**config.mk**
```make
export PLATFORM = sky130hd
export DESIGN_NAME = axis_video_pattern_gen
export DESIGN_NICKNAME = d
export VERILOG_FILES = /design/src/rtl/video_pgen_pkg.sv /design/src/rtl/vpgen_lfsr16.sv /design/src/rtl/axis_video_pattern_gen.sv
export SDC_FILE = /design/constraint.sdc
export NUM_CORES = 1
export LEC_CHECK = 0
export BUFFER_PORTS_ARGS = -buffer_cell sky130_fd_sc_hd__buf_2
export CAP_MARGIN = 20
export CORE_MARGIN = 3
export CORE_UTILIZATION = 28
export CTS_BUF_LIST = sky130_fd_sc_hd__clkbuf_2 sky130_fd_sc_hd__clkbuf_4 sky130_fd_sc_hd__clkbuf_8
export DETAILED_ROUTE_END_ITERATION = 8
export PLACE_DENSITY = 0.57
export RECOVER_POWER = 100
export SYNTH_ARGS = -nofsm -noshare
export SYNTH_HDL_FRONTEND = slang
export SYNTH_SLANG_ARGS = --single-unit
```
**constraint.sdc**
```tcl
create_clock -name aclk -period 3.5 [get_ports aclk]
set_clock_uncertainty 0.2 [all_clocks]
set_input_delay 0.525 -clock aclk [delete_from_list [all_inputs] [get_ports aclk]]
set_output_delay 0.525 -clock aclk [all_outputs]
set_load 0.02 [all_outputs]
```
**src/rtl/video_pgen_pkg.sv**
```systemverilog
`default_nettype none
// +------------------------------------------------------------------------+
// | Package  : video_pgen_pkg                                              |
// | Desc     : Shared types, colour-bar table and pixel packing helper for |
// |            the AXI4-Stream video pattern generator.                    |
// | Revision : 1.0                                                         |
// +------------------------------------------------------------------------+
package video_pgen_pkg;

    typedef enum logic [1:0] {
        MODE_GRADIENT = 2'd0,
        MODE_SOLID    = 2'd1,
        MODE_BARS     = 2'd2,
        MODE_CHECKER  = 2'd3
    } pgen_mode_e;

    typedef enum logic [1:0] {
        IDLE = 2'd0,
        RUN  = 2'd1,
        GAP  = 2'd2
    } pgen_state_e;

    typedef struct packed {
        logic [7:0] r;
        logic [7:0] g;
        logic [7:0] b;
    } rgb8_t;

    // Widest packed pixel supported (three 16-bit components).
    localparam int c_PIX_MAX_W = 48;

    localparam rgb8_t BAR_LUT [8] = '{
        '{8'hFF, 8'hFF, 8'hFF},   // white
        '{8'hFF, 8'hFF, 8'h00},   // yellow
        '{8'h00, 8'hFF, 8'hFF},   // cyan
        '{8'h00, 8'hFF, 8'h00},   // green
        '{8'hFF, 8'h00, 8'hFF},   // magenta
        '{8'hFF, 8'h00, 8'h00},   // red
        '{8'h00, 8'h00, 8'hFF},   // blue
        '{8'h00, 8'h00, 8'h00}    // black
    };

    // Components in G,B,R order from the LSB; the 8-bit value occupies the
    // MSBs of each comp_w-bit field.
    function automatic logic [c_PIX_MAX_W-1:0] pack_pixel(input rgb8_t px, input int comp_w);
        logic [c_PIX_MAX_W-1:0] v;
        v = '0;
        v[comp_w - 8 +: 8]     = px.g;
        v[2 * comp_w - 8 +: 8] = px.b;
        v[3 * comp_w - 8 +: 8] = px.r;
        return v;
    endfunction

endpackage
`default_nettype wire

```
**src/rtl/vpgen_lfsr16.sv**
```systemverilog
`default_nettype none
// +------------------------------------------------------------------------+
// | Module   : vpgen_lfsr16                                                |
// | Desc     : 16-bit Fibonacci LFSR (taps 16,14,13,11) driving pseudo-    |
// |            random valid bubbles in the pattern generator.              |
// | Revision : 1.0                                                         |
// +------------------------------------------------------------------------+
module vpgen_lfsr16 (
    input  logic        aclk,
    input  logic        aresetn,
    input  logic        i_clken,
    input  logic        i_sw_reset,
    output logic [15:0] o_lfsr
);

    localparam logic [15:0] c_SEED = 16'hACE1;

    logic [15:0] r_lfsr;
    logic        w_fb;

    assign w_fb = r_lfsr[15] ^ r_lfsr[13] ^ r_lfsr[12] ^ r_lfsr[10];

    always_ff @(posedge aclk or negedge aresetn) begin
        if (!aresetn) begin
            r_lfsr <= c_SEED;
        end else if (i_clken) begin
            r_lfsr <= i_sw_reset ? c_SEED : {r_lfsr[14:0], w_fb};
        end
    end

    assign o_lfsr = r_lfsr;

endmodule
`default_nettype wire

```
**src/rtl/axis_video_pattern_gen.sv**
```systemverilog
`default_nettype none
// +------------------------------------------------------------------------+
// | Module   : axis_video_pattern_gen                                      |
// | Desc     : AXI4-Stream test-pattern source (gradient, solid, bars,     |
// |            checker) with SOF/EOL framing. VIDEO_PGEN_STALL_EN adds     |
// |            LFSR-driven valid bubbles.                                  |
// | Revision : 1.0                                                         |
// +------------------------------------------------------------------------+
module axis_video_pattern_gen #(
    parameter int H_ACTIVE     = 1920,
    parameter int V_ACTIVE     = 1080,
    parameter int PIX_PER_BEAT = 1,
    parameter int COMP_W       = 10,
    parameter int TDATA_W      = 64,
    parameter int FRAME_GAP    = 0,
    parameter int CHK_LOG2     = 5
) (
    input  logic               aclk,
    input  logic               aresetn,
    input  logic               aclken,
    input  logic               enable,
    input  logic               sw_reset,
    input  logic [1:0]         mode,
    input  logic [23:0]        solid_rgb,
    output logic [TDATA_W-1:0] m_axis_video_tdata,
    output logic               m_axis_video_tvalid,
    input  logic               m_axis_video_tready,
    output logic               m_axis_video_tuser,
    output logic               m_axis_video_tlast,
    output logic               frame_done,
    output logic [15:0]        frame_count,
    output logic               busy
);

    import video_pgen_pkg::*;

    localparam int c_PIXW  = 3 * COMP_W;
    localparam int c_XW    = $clog2(H_ACTIVE + 1);
    localparam int c_YW    = $clog2(V_ACTIVE + 1);
    localparam int c_GW    = (FRAME_GAP > 1) ? $clog2(FRAME_GAP) : 1;
    localparam int c_BAR_W = (H_ACTIVE / 8 > 0) ? H_ACTIVE / 8 : 1;
    localparam bit c_NO_GAP = (FRAME_GAP == 0);

    localparam logic [c_XW-1:0] c_X_STEP = c_XW'(PIX_PER_BEAT);
    localparam logic [c_XW-1:0] c_X_LAST = c_XW'(H_ACTIVE - PIX_PER_BEAT);
    localparam logic [c_YW-1:0] c_Y_ONE  = c_YW'(1);
    localparam logic [c_YW-1:0] c_Y_LAST = c_YW'(V_ACTIVE - 1);
    localparam logic [c_GW-1:0] c_G_ONE  = c_GW'(1);
    localparam logic [c_GW-1:0] c_G_LAST = c_GW'(FRAME_GAP - 1);
    localparam logic [7:0]      c_K_STEP = 8'(PIX_PER_BEAT);
    localparam rgb8_t           c_BASE0  = '{8'hFF, 8'hFF, 8'hFF};

    pgen_state_e        r_state, w_state_nxt;
    pgen_mode_e         r_mode, w_mode;
    rgb8_t              r_base, w_base, r_solid, w_solid;
    logic [c_XW-1:0]    r_x;
    logic [c_YW-1:0]    r_y;
    logic [c_GW-1:0]    r_gap;
    logic               r_all_loaded, r_eof;
    logic [TDATA_W-1:0] r_tdata, w_tdata;
    logic               r_tvalid, r_tuser, r_tlast, r_frame_done;
    logic [15:0]        r_frame_count;
    logic               w_xfer, w_frame_end, w_room, w_sof, w_line_last, w_frame_last;
    logic               w_load_req, w_load, w_bubble;

    assign w_xfer       = r_tvalid & m_axis_video_tready & aclken;
    assign w_frame_end  = w_xfer & r_eof;
    assign w_room       = ~r_tvalid | w_xfer;
    assign w_sof        = (r_x == '0) && (r_y == '0);
    assign w_line_last  = (r_x == c_X_LAST);
    assign w_frame_last = w_line_last && (r_y == c_Y_LAST);

    // The SOF beat uses live mode/colour inputs; later beats use the copies latched with it.
    assign w_mode  = w_sof ? pgen_mode_e'(mode) : r_mode;
    assign w_solid = w_sof ? rgb8_t'(solid_rgb) : r_solid;
    assign w_base  = w_sof ? c_BASE0 : r_base;

`ifdef VIDEO_PGEN_STALL_EN
    logic [15:0] w_lfsr;

    vpgen_lfsr16 u_lfsr (
        .aclk       (aclk),
        .aresetn    (aresetn),
        .i_clken    (aclken),
        .i_sw_reset (sw_reset),
        .o_lfsr     (w_lfsr)
    );

    // A bubble only postpones loading the next beat; a presented beat stays valid.
    assign w_bubble = (r_state == RUN) && (w_lfsr[1:0] == 2'b00);
`else
    assign w_bubble = 1'b0;
`endif

    assign w_load = w_load_req & ~w_bubble;

    function automatic rgb8_t pixel_at(input pgen_mode_e m, input rgb8_t base,
                                       input rgb8_t solid, input logic [31:0] px,
                                       input logic [31:0] py, input logic [7:0] k);
        rgb8_t       c;
        logic [31:0] idx;
        logic [31:0] chk;
        c = '0;
        case (m)
            MODE_GRADIENT: begin
                c.r = base.r - k;
                c.g = base.g + k;
                c.b = base.b - {k[6:0], 1'b0};
            end
            MODE_SOLID: c = solid;
            MODE_BARS: begin
                idx = px / c_BAR_W;
                if (idx > 32'd7) idx = 32'd7;
                c = BAR_LUT[idx[2:0]];
            end
            MODE_CHECKER: begin
                chk = (px >> CHK_LOG2) ^ (py >> CHK_LOG2);
                c   = chk[0] ? '{8'h00, 8'h00, 8'h00} : '{8'hFF, 8'hFF, 8'hFF};
            end
            default: c = '0;
        endcase
        return c;
    endfunction

    always_comb begin
        w_tdata = '0;
        for (int p = 0; p < PIX_PER_BEAT; p++) begin
            w_tdata[p * c_PIXW +: c_PIXW] = c_PIXW'(pack_pixel(
                pixel_at(w_mode, w_base, w_solid, 32'(r_x) + 32'(p), 32'(r_y), 8'(p)),
                COMP_W));
        end
    end

    always_comb begin
        w_state_nxt = r_state;
        w_load_req  = 1'b0;
        case (r_state)
            IDLE: begin
                if (enable) w_state_nxt = RUN;
            end
            RUN: begin
                // With no gap, the next SOF beat loads on the same edge the final beat leaves.
                w_load_req = w_room && (!r_all_loaded || (w_frame_end && c_NO_GAP && enable));
                if (w_frame_end) begin
                    if (!c_NO_GAP)   w_state_nxt = GAP;
                    else if (enable) w_state_nxt = RUN;
                    else             w_state_nxt = IDLE;
                end
            end
            GAP: begin
                if (r_gap == c_G_LAST) w_state_nxt = enable ? RUN : IDLE;
            end
            default: w_state_nxt = IDLE;
        endcase
    end

    always_ff @(posedge aclk or negedge aresetn) begin
        if (!aresetn) begin
            r_state       <= IDLE;
            r_mode        <= MODE_GRADIENT;
            r_base        <= c_BASE0;
            r_solid       <= '0;
            r_x           <= '0;
            r_y           <= '0;
            r_gap         <= '0;
            r_all_loaded  <= 1'b0;
            r_eof         <= 1'b0;
            r_tdata       <= '0;
            r_tvalid      <= 1'b0;
            r_tuser       <= 1'b0;
            r_tlast       <= 1'b0;
            r_frame_done  <= 1'b0;
            r_frame_count <= '0;
        end else if (aclken) begin
            r_frame_done <= 1'b0;
            if (sw_reset) begin
                r_state      <= IDLE;
                r_base       <= c_BASE0;
                r_x          <= '0;
                r_y          <= '0;
                r_gap        <= '0;
                r_all_loaded <= 1'b0;
                r_eof        <= 1'b0;
                r_tdata      <= '0;
                r_tvalid     <= 1'b0;
                r_tuser      <= 1'b0;
                r_tlast      <= 1'b0;
            end else begin
                r_state <= w_state_nxt;
                r_gap   <= (r_state == GAP && w_state_nxt == GAP) ? r_gap + c_G_ONE : '0;
                if (w_frame_end) begin
                    r_frame_done  <= 1'b1;
                    r_frame_count <= r_frame_count + 16'd1;
                end
                if (w_load) begin
                    r_tdata      <= w_tdata;
                    r_tvalid     <= 1'b1;
                    r_tuser      <= w_sof;
                    r_tlast      <= w_line_last;
                    r_eof        <= w_frame_last;
                    r_all_loaded <= w_frame_last;
                    r_mode       <= w_mode;
                    r_solid      <= w_solid;
                    r_base.r     <= w_base.r - c_K_STEP;
                    r_base.g     <= w_base.g + c_K_STEP;
                    r_base.b     <= w_base.b - {c_K_STEP[6:0], 1'b0};
                    if (w_line_last) begin
                        r_x <= '0;
                        r_y <= w_frame_last ? '0 : r_y + c_Y_ONE;
                    end else begin
                        r_x <= r_x + c_X_STEP;
                    end
                end else if (w_xfer) begin
                    r_tvalid <= 1'b0;
                    r_tuser  <= 1'b0;
                    r_tlast  <= 1'b0;
                    r_eof    <= 1'b0;
                    if (w_frame_end) r_all_loaded <= 1'b0;
                end
            end
        end
    end

    assign m_axis_video_tdata  = r_tdata;
    assign m_axis_video_tvalid = r_tvalid;
    assign m_axis_video_tuser  = r_tuser;
    assign m_axis_video_tlast  = r_tlast;
    assign frame_done          = r_frame_done;
    assign frame_count         = r_frame_count;
    assign busy                = (r_state != IDLE);

endmodule
`default_nettype wire

```
# After elaboration in Yosys (flattened, before gate mapping)
# Memories as Yosys holds them, arrays and structs flattened.
# Index checks and enable logic that the tools add are counted.
# classes
addsub,7
div_mod_pow,1
n_lt_le_gt_ge,2
eq_ne,8
muxes,44
n_bitwise,8
n_reduce_logical,22
# op_table
operator,n
two-way mux 24 bit,7
two-way mux 64 bit,2
case mux 24 bit (4 select lines),1
two-way mux 11 bit,7
"divider 11 x 8 -> 32 bit, second input constant",1
"greater-than comparator 32 x 3 -> 1 bit, second input constant",1
"adder 11 x 1 -> 11 bit, second input constant",2
"equality test 11 bit, second input constant",2
zero test 11 bit,2
two-way mux 1 bit,19
"adder 16 x 1 -> 16 bit, second input constant",1
AND reduction 3 bit,4
two-way mux 2 bit,5
"adder 8 x 1 -> 8 bit, second input constant",1
"equality test 2 bit, second input constant",4
"subtractor 8 x 1 -> 8 bit, second input constant",1
"subtractor 8 x 2 -> 8 bit, second input constant",1
two-way mux 3 bit,2
case mux 2 bit (3 select lines),1
nonzero test 2 bit,3
nonzero test 3 bit,2
logical AND 1 bit,5
"equality test 2 x 1 -> 1 bit, second input constant",2
"greater-or-equal comparator 4 bit, second input constant",1
other kinds (10),15
# totals
register_bits,161
romBits,192
output_inout_bits,85
wordCells,112
n_memories,1
# mem_list
memory,depth,word_bits,read_ports,rd_clocked_by_memory_dff,wr,line_no,text
(no name shown),8,24,1,0,0,axis_video_pattern_gen.sv:114,c = BAR_LUT[idx[2:0]];

# Depth between registers and ports, before layout
# Gate-level depths: netlist (run 1).
# logic_depth
ltp_word,12
ltp_mapped,13

# Worst setup path after synthesis (run 1)
# OpenSTA, ideal clock, no wires.
# synth_timing
path_type,flip-flop to flip-flop
startpoint,register r_y[8]
endpoint,register r_base[5] (netlist bit)
arrival_ns,2.215
required_time_ns,3.218
slack_ns,1.003
stages_incl_launch_ff,12
path_buffers,2
cell_sequence,dfrtp_1 -> or4_4 -> nor2_1 -> and2_0 -> buf_2 -> clkbuf_1 -> nor2_1 -> ha_1 -> nand2_1 -> nand3_1 -> a21oi_1 -> a21oi_1
# synth_via
elab_chain_cells,6
# synth_lines
item,line_no,text
from (decl),axis_video_pattern_gen.sv:57,logic [c_YW-1:0] r_y;
from (signal assigned),axis_video_pattern_gen.sv:209,r_y <= w_frame_last ? '0 : r_y + c_Y_ONE;
zero test 11 bit,axis_video_pattern_gen.sv:69,assign w_sof = (r_x == '0) && (r_y == '0);
logical AND 1 bit,axis_video_pattern_gen.sv:69,
two-way mux 24 bit,axis_video_pattern_gen.sv:76,assign w_base = w_sof ? c_BASE0 : r_base;
subtractor 8 x 2 -> 8 bit,axis_video_pattern_gen.sv:206,"r_base.b <= w_base.b - {c_K_STEP[6:0], 1'b0};"
two-way mux 24 bit,axis_video_pattern_gen.sv:195,if (w_load) begin
two-way mux 24 bit,axis_video_pattern_gen.sv:176,if (sw_reset) begin
to (signal assigned),axis_video_pattern_gen.sv:161,r_base <= c_BASE0;
to (signal assigned),axis_video_pattern_gen.sv:178,r_base <= c_BASE0;
to (decl),axis_video_pattern_gen.sv:55,"rgb8_t r_base, w_base, r_solid, w_solid;"
# Every way passes these cells. The select of a mux whose other input is x is not followed.
# A chain may end at the register's enable or synchronous reset.

# Worst setup path in the final report (run 1)
# layout_timing
startpoint,register r_x[3]
endpoint,"register r_tdata[18], in the netlist m_axis_video_tdata[18]"
# layout_via
elab_chain_cells,11
# layout_lines
item,line_no,text
from (decl),axis_video_pattern_gen.sv:56,logic [c_XW-1:0] r_x;
from (signal assigned),axis_video_pattern_gen.sv:211,r_x <= r_x + c_X_STEP;
divider 11 x 8 -> 32 bit,axis_video_pattern_gen.sv:112,idx = px / c_BAR_W;
greater-than comparator 32 x 3 -> 1 bit,axis_video_pattern_gen.sv:113,if (idx > 32'd7) idx = 32'd7;
two-way mux 3 bit,axis_video_pattern_gen.sv:113,
two-way mux 3 bit,axis_video_pattern_gen.sv:104,case (m)
NOT 3 -> 4 bit (implied by the code),axis_video_pattern_gen.sv:114,
memory read (8 x 24 bit),-,
two-way mux 24 bit (implied by the code) (2 in series),axis_video_pattern_gen.sv:114,
case mux 24 bit (4 select lines) (*),axis_video_pattern_gen.sv:104,
two-way mux 64 bit (*),axis_video_pattern_gen.sv:195,
two-way mux 64 bit (*),axis_video_pattern_gen.sv:176,
to (signal assigned),axis_video_pattern_gen.sv:196,r_tdata <= w_tdata;
to (decl),axis_video_pattern_gen.sv:60,"logic [TDATA_W-1:0] r_tdata, w_tdata;"
# Every way passes the cells marked *; elsewhere a longest branch is shown, timed or not. The select of a mux whose other input is x is not followed.

==> impl_metrics.json, run 1 <==
{
  "final_area_um2": 7680,
  "setup_slack_ns": 0.475,
  "synth_cells": 740,
  "async_flop_share_pct": 100,
  "clock_tree.root_cell": "clkbuf_8",
  "drv_cap": 1,
  "grt_pass1_wl_um": 28400,
  "first_pass_iters": 7,
  "worst_ep_required_time_ns": 3.66,
  "crit_family": "simple AND/OR/NAND/NOR gates",
  "wl_um": 17400,
  "p_clk_share_pct": 29.7,
  "globalplace.congestion": 0.801,
  "insertion_delay_ns": 0.43,
  "htree_num_levels": 4,
  "mostFrequentLayoutCell": "dfrtp_1",
  "hold_class": "input port to register",
  "io_pins": 117,
  "synth_edf_count": 0,
  "rsz0062_at_grt": "false",
  "hold_buffers": 1,
  "slowest_stage": "clkbuf_1",
  "finalSetupViolCount": 0,
  "pre_cts_slack_ns": 0.381,
  "final_max_slew_viol_count": 0,
  "wl_per_cell_um": 15.3,
  "clk_pin_slew_ns": 0.08,
  "area_delta_synth_final_pct": 13.2,
  "antenna_cells": 0,
  "hold_violations": 0,
  "grt_util_all_layers_pct": 13.4,
  "status": "finished with violations",
  "io_buffer_count": 76,
  "initial_utilization_pct": 28.7,
  "grt_max_degree": 57,
  "cp-start-kind": "register",
  "synth_top_family_by_area": "compound AO/OA/AOI/OAI gates",
  "cts_sinks": 121,
  "drive_gt1_share_pct": 16.8,
  "seq_area_frac_synth_pct": 45.1,
  "grt_pass1_vias": 5473,
  "dieArea_um2": 26100,
  "synth_ff_type": "dfrtp_1",
  "synth_area_um2": 6780,
  "fin_nets": 850,
  "dp.final_hpwl_um": 11900,
  "fill_cells": 2541,
  "finalSetupTns_ns": 0,
  "ys_ff_latch": 121,
  "yosys-mux-area-fraction_pct": 4.96,
  "worstSetupPathType": "register to register",
  "row_count": 56,
  "synth_compound_area_share_pct": 19.5,
  "powerDensity_nw_per_um2": 526,
  "worstMarginPinSlew_ns": 1.49,
  "leakage_uw": 0.00329,
  "slew_headroom_pct": 0.861,
  "overflow": 0,
  "arrival_ns": 3.19,
  "drtIter0Drc": 351,
  "via_per_inst": 4.93,
  "seqCellArea_um2": 3060,
  "antenna_found_initial": 2,
  "fmax_ghz": 0.331,
  "critPathMaxStageDelay_ns": 0.59,
  "violations": "capacitance limit",
  "die_h_um": 162,
  "yosys_warnings": 0,
  "final_cell_mix": "dfrtp_1, nand2_1, o21ai_0, a21oi_1, clkbuf_1",
  "coreArea_um2": 23600,
  "drtAntennaViolNets": 0,
  "synth-simple-area-share_pct": 17.4,
  "internal_power_uw": 2640,
  "drc": 0,
  "yosysUniqueCellTypes": 63,
  "end_kind": "register",
  "die_w_um": 162,
  "clockBufferDepth": 2,
  "switching_share_pct": 34.6,
  "place_area_um2": 7390,
  "peakVddDrop_v": 0.000195,
  "syn_avg_cell_area_um2": 9.17,
  "crit_buf_inv": 1,
  "seq_power_share_pct": 45.2,
  "whs_ns": 0.136,
  "post-route-min-period_ns": 3.03,
  "synth_fa_ha_area_share_pct": 1.66,
  "p_switching_uw": 1400,
  "p_comb_share_pct": 25.1,
  "multiInputGateArea_um2": 3320,
  "fin_crit_sh_pct": 86.4,
  "cts_resized": 0,
  "crit_fanout": 10,
  "cts_tree": "built",
  "vias": 5625,
  "path_cells": "nor4_1, and4_1, and2_0, clkbuf_1, nand3_1, a32o_1, a21oi_1",
  "synth-xor-area-share_pct": 3.23,
  "power_uw": 4040,
  "postCtsSetupRepairBufs": 0,
  "cts_inserted_buffers": 17
}
-- cells by family (layout without fill, tap and decap cells) --
group	after synthesis	count (layout)
buffers and inverters	102	145
other	1	40
adders and majority gates	9	9
muxes	30	30
DFF	121	121
xor gates and xnor gates	25	25
AOI/OAI and AO/OA	212	212
and+or+nand+nor	240	240
-- path summary, 6_finish.rpt --
check	endpoint	cells after the start	slack [ns]	from
worst max-delay path	m_axis_video_tdata[18]$_DFFE_PN0P_	7	0.47	r_x[3]$_DFFE_PN0P_
worst min-delay path	r_solid[21]$_DFFE_PN0P_	2	0.14	solid_rgb[21]
worst max register to register	m_axis_video_tdata[18]$_DFFE_PN0P_	7	0.47	r_x[3]$_DFFE_PN0P_
worst min register to register	frame_count[15]$_DFFE_PN0P_	1	0.28	frame_count[15]$_DFFE_PN0P_
max in group asynchronous	m_axis_video_tdata[29]$_DFFE_PN0P_	3	0.77	aresetn
min in group asynchronous	r_solid[21]$_DFFE_PN0P_	2	0.78	aresetn
-- state kept, by name, summed over array words and instances (netlist names), 2 cells and up --
name	flops
r_solid	24
r_state	2
r_x	11
frame_count	16
r_y	11
r_base	24
m_axis_video_tdata	24
r_mode	2
-- stage by stage --
step | instances | util, %
final | 1141 | 32.5
after global routing | 1141 | 32.5
after CTS | 1141 | 33.0
after global placement | 1108 | 31.3
after detailed placement | 1108 | 31.3
after floorplan | 779 | -
-- cells in the mapped netlist (all sizes together) (3+ instances only) --
library cell,count,area (um^2)
a32o,8,80.1
dfstp,24,631
mux2,29,327
ha,9,113
nor4b,3,26.3
a2bb2oi,3,26.3
clkbuf,31,118
nand2,79,302
nor4,7,43.8
a31oi,12,75.1
nor2,42,165
a211oi,3,22.5
o41ai,5,43.8
o22a,7,61.3
or3,3,18.8
nand2b,7,43.8
inv,15,56.3
nand3,38,190
buf,54,370
a21boi,3,22.5
o21ai,77,385
and4,3,26.3
and2,6,37.5
nor3b,3,22.5
and3,18,113
a21oi,58,290
o31ai,14,119
a311o,3,30.0
dfrtp,97,2430
nand4,10,62.6
or2,4,27.5
nor3,12,60.1
o21a,4,30.0
xor2,9,78.8
xnor2,16,140
-- power groups by stage --
| stage | registers (uW) | logic (uW) | clock network, uW |
|---|---|---|---|
| 6_report | 1830 | 1010 | 1200 |
| 5_1_grt | 1860 | 1140 | 1300 |
| 4_1_cts | 1820 | 1050 | 1250 |
| 3_5_place_dp | 1850 | 1040 | 0 |
| 3_3_place_gp | 1840 | 1030 | 0 |
| 2_1_floorplan | 1870 | 714 | 0 |
-- metal layers --
layer,track usage [%],share of wire [%],up-vias
met5,0,0.16,-
met4,4.30,1.6,4
li1,-,-,2732
met1,17.5,47,2750
met3,3.32,4.4,22
met2,21.8,47,117
-- final cells by class --
| type | instances | share of cell area, % |
|---|---|---|
| sequential | 121 | 39.8 |
| clock buffer | 22 | 3.70 |
| inverter | 17 | 0.831 |
| multi-input combinational | 556 | 43.2 |
| tap | 319 | 5.20 |
| clock inverter | 10 | 1.24 |
| timing repair buffer | 96 | 6.03 |
Power figures use the tool's default switching activity.
==> run 2: changes to the inputs <==
ABC_AREA = 1   (was not set)
PLACE_DENSITY = 0.56   (was 0.57)
==> run 2 against run 1 <==
Net effect:
- the flow finishes with violations (capacitance limit, slew limit)
- setup slack worse by 0.022 ns
- clock-buffer cell count up 2
- non-clock buffer count decreased by 10
- wire length fell by 0.61%
- sequential power is 3% lower
- cell area is 2.0% higher
- power is 16% higher
- area after synthesis increased by 3.3%
- highest routed layer is now met4
==> impl_metrics.json, run 2 <==
{
  "initial_utilization_pct": 28.6,
  "first_pass_iters": 5,
  "fin_crit_sh_pct": 87.1,
  "grt_pass1_wl_um": 28500,
  "row_count": 57,
  "cp-start-kind": "register",
  "dp.final_hpwl_um": 11700,
  "yosys.cell_count.top_type": "nand2_1",
  "drtAntennaViolNets": 0,
  "p_clk_share_pct": 26.0,
  "die_h_um": 164,
  "synth_area_um2": 7010,
  "yosys_warnings": 0,
  "insertion_delay_ns": 0.44,
  "synthTopCellsByCount": "nand2_1, inv_1, dfrtp_1, o21ai_0, nand3_1",
  "worstSetupPathType": "register to register",
  "end_kind": "register",
  "finalSetupTns_ns": 0,
  "internal_power_uw": 2830,
  "critPathMaxStageDelay_ns": 0.41,
  "final_cell_mix": "nand2_1, inv_1, dfrtp_1, o21ai_0, nand3_1",
  "clock_tree.root_cell": "clkbuf_8",
  "ys_ff_latch": 121,
  "post-route-min-period_ns": 3.05,
  "peakVddDrop_v": 0.000292,
  "clockBufferDepth": 2,
  "powerDensity_nw_per_um2": 599,
  "hold_violations": 0,
  "arrival_ns": 3.17,
  "async_flop_share_pct": 100,
  "wl_um": 17300,
  "utilization_pct": 32.0,
  "violations": "capacitance limit, slew limit",
  "switching_share_pct": 39.8,
  "status": "finished with violations",
  "cts_sinks": 121,
  "fmax_ghz": 0.328,
  "synth_ff_type": "dfrtp_1",
  "synth_top_cell_by_area": "dfrtp_1",
  "slowest_stage": "dfrtp_1",
  "r2r_setup_slack_ns": 0.45,
  "drtIter0Drc": 374,
  "drive_gt1_share_pct": 12.2,
  "multiInputGateArea_um2": 3100,
  "yosys.area.top_type_share_pct": 34.6,
  "antenna_cells": 0,
  "crit_fanout": 37,
  "coreArea_um2": 24500,
  "final_max_slew_viol_count": 32,
  "antenna_found_initial": 0,
  "drv_cap": 1,
  "io_buffer_count": 76,
  "seqCellArea_um2": 3060,
  "grt_util_all_layers_pct": 13.3,
  "finalSetupViolCount": 0,
  "slew_headroom_pct": -29.2,
  "p_switching_uw": 1870,
  "path_cells": "nand3_1, nor2_1, nand2_1, nand2_1, nand2_1, a21oi_1, inv_4, nor2_4, inv_1, nor3_2, xor2_1, nor2_1",
  "syn_avg_cell_area_um2": 7.82,
  "cts_tree": "built",
  "synth_area_leaders": "dfrtp_1, nand2_1, dfstp_2",
  "overflow": 0,
  "worst_ep_required_time_ns": 3.62,
  "fin_nets": 1006,
  "grt_pass1_vias": 5554,
  "synth_edf_count": 0,
  "dieArea_um2": 27000,
  "rsz0062_at_grt": "false",
  "wl_per_cell_um": 13.3,
  "synth_cells": 896,
  "grt_max_degree": 68,
  "io_pins": 117,
  "htree_num_levels": 4,
  "area_delta_synth_final_pct": 11.9,
  "drc": 0,
  "vias": 5895,
  "mostFrequentLayoutCell": "nand2_1",
  "globalplace.congestion": 0.854,
  "postCtsSetupRepairBufs": 0,
  "leakage_uw": 0.00384,
  "seq_power_share_pct": 38.0,
  "cpMostUsedCell": "nand2_1",
  "cts_inserted_buffers": 17,
  "via_per_inst": 4.53,
  "p_comb_share_pct": 36.0,
  "clk_pin_slew_ns": 0.07,
  "fill_cells": 2635,
  "die_w_um": 164,
  "yosysUniqueCellTypes": 51,
  "worstMarginPinSlew_ns": 1.94,
  "hold_class": "input port to register",
  "seq_area_frac_synth_pct": 43.7
}
-- run 2: changes by cell type after synthesis, moves of 9 or more --
cell | previous run | this run
and3_1 | 18 | 0
o21ai_0 | 71 | 80
mux2_2 | 29 | 1
o31ai_1 | 13 | 1
o22ai_1 | 0 | 13
clkbuf_1 | 30 | 16
nand2_1 | 77 | 237
nand3_1 | 38 | 48
xor2_1 | 9 | 20
o211ai_1 | 0 | 13
a21oi_1 | 58 | 22
inv_1 | 15 | 117
-- run 2: kinds of logic after synthesis --
family / after synthesis / synth area share [%]
flip-flops: 121 / 43.7
AO/OA/AOI/OAI: 160 / 13.6
AND/OR/NAND/NOR: 373 / 23.6
XOR/XNOR: 31 / 3.88
other: 1 / 0.0535
adder cells (fa/ha/maj): 9 / 1.61
buffers and inverters: 200 / 13.4
multiplexers: 1 / 0.161
-- run 2: power by group through the flow --
stage / clock network (uW) / registers, uW / logic, uW
floorplan: 0 / 1870 / 1190
global placement: 0 / 1800 / 1700
detailed placement: 0 / 1800 / 1720
CTS: 1270 / 1780 / 1730
global route: 1330 / 1810 / 1940
finish: 1220 / 1780 / 1690
-- run 2: stage by stage --
| step | setup WS [ns] | instance area, um^2 | hold slack, ns | total power, uW | cells |
|---|---|---|---|---|---|
| final | 0.453 | 7840 | 0.128 | 4690 | 1302 |
| after global routing | 0.147 | 7840 | 0.0996 | 5080 | 1302 |
| after CTS | 0.131 | 7950 | 0.100 | 4780 | 1301 |
| after detailed placement | 0.158 | 7560 | 0.260 | 3520 | 1268 |
| after global placement | 0.255 | 7560 | 0.255 | 3500 | 1268 |
| after floorplan | 1.13 | 7150 | 0.0294 | 3060 | 935 |
-- run 2: path summary, 6_finish.rpt --
path,start,cells after the start,endpoint
worst max-delay path,m_axis_video_tvalid$_DFFE_PN0P_,12,r_y[5]$_DFFE_PN0P_
worst min-delay path,aclken,2,r_state[1]$_DFFE_PN0P_
worst max register to register,m_axis_video_tvalid$_DFFE_PN0P_,12,r_y[5]$_DFFE_PN0P_
worst min register to register,frame_count[15]$_DFFE_PN0P_,1,frame_count[15]$_DFFE_PN0P_
max in group asynchronous,aresetn,3,r_base[0]$_DFFE_PN1P_
min in group asynchronous,aresetn,2,r_solid[18]$_DFFE_PN0P_
-- run 2: per-layer routing --
metal	global-route usage (%)	up-vias	share of wire, %
met5	0	-	0
met4	3.54	0	1.2
met3	3.00	13	5.3
met2	20.5	170	44
met1	18.7	2748	49
li1	-	2964	-
-- run 2: worst max-delay path, delay by kind of cell (launching register included) --
kind / cells / cell delay, ns
AND/OR/NAND/NOR: 8 / 1.31
buffers and inverters: 2 / 0.56
AO/OA/AOI/OAI: 1 / 0.27
XOR/XNOR: 1 / 0.17
flip-flops: 1 / 0.41
-- run 2: final cells by class --
type                       count  share of cell area [%]
clock inverter                 8                   0.894
inverter                     125                    6.02
sequential                   121                    39.0
clock buffer                  24                    3.98
tap                          324                    5.17
multi-input combinational    614                    39.5
timing repair buffer          86                    5.40
-- run 2: timing repair --
item | 4_1_cts | 5_1_grt
hold endpoints to repair | 27 | 0
hold buffers | 1 | 0
resized for setup | 0 | 1
endpoints found under the setup margin | 0 | 13
==> run 3: changes to the inputs <==
ABC_CLOCK_PERIOD_IN_PS = 3500   (was not set)
CELL_PAD_IN_SITES_DETAIL_PLACEMENT = 0   (was not set)
CELL_PAD_IN_SITES_GLOBAL_PLACEMENT = 1   (was not set)
PLACE_DENSITY = 0.69   (was 0.56)
==> run 3 against run 2 <==
Net effect:
- the run now ends clean
- global-route usage down 0.31 points
- sequential cell count unchanged
- core utilization about the same
- critical path depth unchanged
- sequential share of layout area about the same
- combinational power about the same
- cell count down 0.15%
- register-to-register slack better by 0.05 ns
- cell area about the same
- die area unchanged
- wire length up 0.73%
- critical endpoint unchanged
- largest cell class unchanged
==> impl_metrics.json, run 3 (synthesized netlist as in run 2, its figures left out) <==
{
  "status": "finished clean",
  "end_kind": "register",
  "r2r_setup_slack_ns": 0.50,
  "fin_nets": 1004,
  "worst_ep_required_time_ns": 3.65,
  "die_h_um": 164,
  "multiInputGateArea_um2": 3090,
  "final_max_slew_viol_count": 0,
  "worstReg2RegEnd": "r_y[5]$_DFFE_PN0P_",
  "rsz0062_at_grt": "false",
  "slowest_stage": "dfrtp_1",
  "worstMarginPinSlew_ns": 1.30,
  "fin_crit_sh_pct": 85.7,
  "post-route-min-period_ns": 3.00,
  "whs_ns": 0.131,
  "wl_met1_um": 8830,
  "fmax_ghz": 0.333,
  "cts_tree": "built",
  "insertion_delay_ns": 0.45,
  "hold_depth": 2,
  "powerDensity_nw_per_um2": 609,
  "slew_headroom_pct": 13.1,
  "die_w_um": 164,
  "utilization_pct": 32.0,
  "wl_met3_um": 792,
  "p_switching_uw": 1910,
  "r2r_cells": 12,
  "dieArea_um2": 27000,
  "critPathMaxStageDelay_ns": 0.41,
  "grt_pass1_vias": 5415,
  "hold_violations": 0,
  "seqCellArea_um2": 3060,
  "grt_util_all_layers_pct": 13.0,
  "pre_cts_slack_ns": 0.699,
  "antenna_found_initial": 0,
  "drv_cap": 0,
  "io_buffer_count": 76,
  "dp.final_hpwl_um": 11700,
  "htree_num_levels": 4,
  "mostFrequentLayoutCell": "nand2_1",
  "cts_sinks": 121,
  "switching_share_pct": 40.0,
  "initial_utilization_pct": 28.6,
  "internal_power_uw": 2870,
  "vias": 5830,
  "drive_gt1_share_pct": 11.8,
  "hold_start": "aclken",
  "antenna_cells": 0,
  "worstSetupPathType": "register to register",
  "clock_tree.root_cell": "clkbuf_8",
  "wl_met2_um": 7650,
  "cp-start-kind": "register",
  "drtAntennaViolNets": 0,
  "hold_end": "r_state[0]$_DFFE_PN0P_",
  "p_comb_share_pct": 35.5,
  "first_pass_iters": 4,
  "row_count": 57,
  "seq_power_share_pct": 37.3,
  "hold_class": "input port to register",
  "overflow": 0,
  "p_clk_share_pct": 27.2,
  "wl_per_cell_um": 13.4,
  "finalSetupTns_ns": 0,
  "grt_pass1_wl_um": 27900,
  "path_cells": "nand3_1, nor2_1, nand2_1, nand2_1, nand2_1, a21oi_1, inv_4, nor2_4, inv_1, nor3_1, xor2_1, nor2_1",
  "globalplace.congestion": 0.784,
  "fill_cells": 2654,
  "setup_slack_ns": 0.501,
  "crit_fanout": 37,
  "io_pins": 117,
  "area_delta_synth_final_pct": 11.9,
  "finalSetupViolCount": 0,
  "clk_pin_slew_ns": 0.09,
  "cpMostUsedCell": "nand2_1",
  "final_cell_mix": "nand2_1, inv_1, dfrtp_1, o21ai_0, nand3_1",
  "drtIter0Drc": 488,
  "grt_max_degree": 101,
  "coreArea_um2": 24500,
  "cts_inserted_buffers": 17,
  "dr.max_layer_used": "met4",
  "arrival_ns": 3.15,
  "wl_um": 17400,
  "via_per_inst": 4.48,
  "clockBufferDepth": 2,
  "peakVddDrop_v": 0.000277,
  "leakage_uw": 0.00382,
  "drc": 0,
  "r2r-start": "m_axis_video_tvalid$_DFFE_PN0P_"
}
-- run 3: how the worst max path moves through the flow --
stage / cells after the start / endpoint / startpoint
floorplan: 15 / r_base[7]$_DFFE_PN1P_ / r_y[0]$_DFFE_PN0P_
global placement: 14 / r_base[22]$_DFFE_PN1P_ / r_y[5]$_DFFE_PN0P_
detailed placement: 14 / r_base[7]$_DFFE_PN1P_ / r_y[0]$_DFFE_PN0P_
CTS: 14 / r_base[7]$_DFFE_PN1P_ / r_y[0]$_DFFE_PN0P_
global route: 13 / m_axis_video_tdata[3]$_DFFE_PN0P_ / r_y[3]$_DFFE_PN0P_
finish: 12 / r_y[5]$_DFFE_PN0P_ / m_axis_video_tvalid$_DFFE_PN0P_
-- run 3: through the flow --
stage	instances	cell area [um^2]	total power [uW]
2_1_floorplan	935	7150	3060
3_3_place_gp	1267	7550	3540
3_5_place_dp	1267	7550	3550
4_1_cts	1300	7970	4870
5_1_grt	1300	7840	5140
6_report	1300	7840	4780
-- run 3: routing by layer --
layer	up-vias	track usage, %
met5	-	0
met4	0	3.46
met3	13	2.93
met2	123	19.7
met1	2745	18.6
li1	2949	-
-- run 3: area by class of cell --
type,instances,share of cell area (%)
Clock buffer,22,3.62
Clock inverter,10,1.53
Inverter,125,6.02
Multi-Input combinational cell,614,39.4
Sequential cell,121,39.0
Tap cell,324,5.17
Timing Repair Buffer,84,5.23
-- run 3: worst max-delay path, delay by kind of cell, from the launching register on --
kind,cells,cell delay (ns)
compound gates,1,0.29
flops,1,0.41
xor+xnor,1,0.17
simple gates,8,1.31
buf+inv,2,0.51
-- run 3: repair_timing --
item / 4_1_cts / 5_1_grt
setup buffers: 0 / 0
gates resized for setup: 0 / 0
hold buffers: 1 / 0
endpoints found under the hold margin: 21 / 0
-- run 3: power by group through the flow --
stage / registers (uW) / clock network (uW) / logic [uW]
floorplan: 1870 / 0 / 1190
global placement: 1800 / 0 / 1740
detailed placement: 1800 / 0 / 1750
CTS: 1780 / 1340 / 1760
global route: 1810 / 1400 / 1930
finish: 1780 / 1300 / 1700
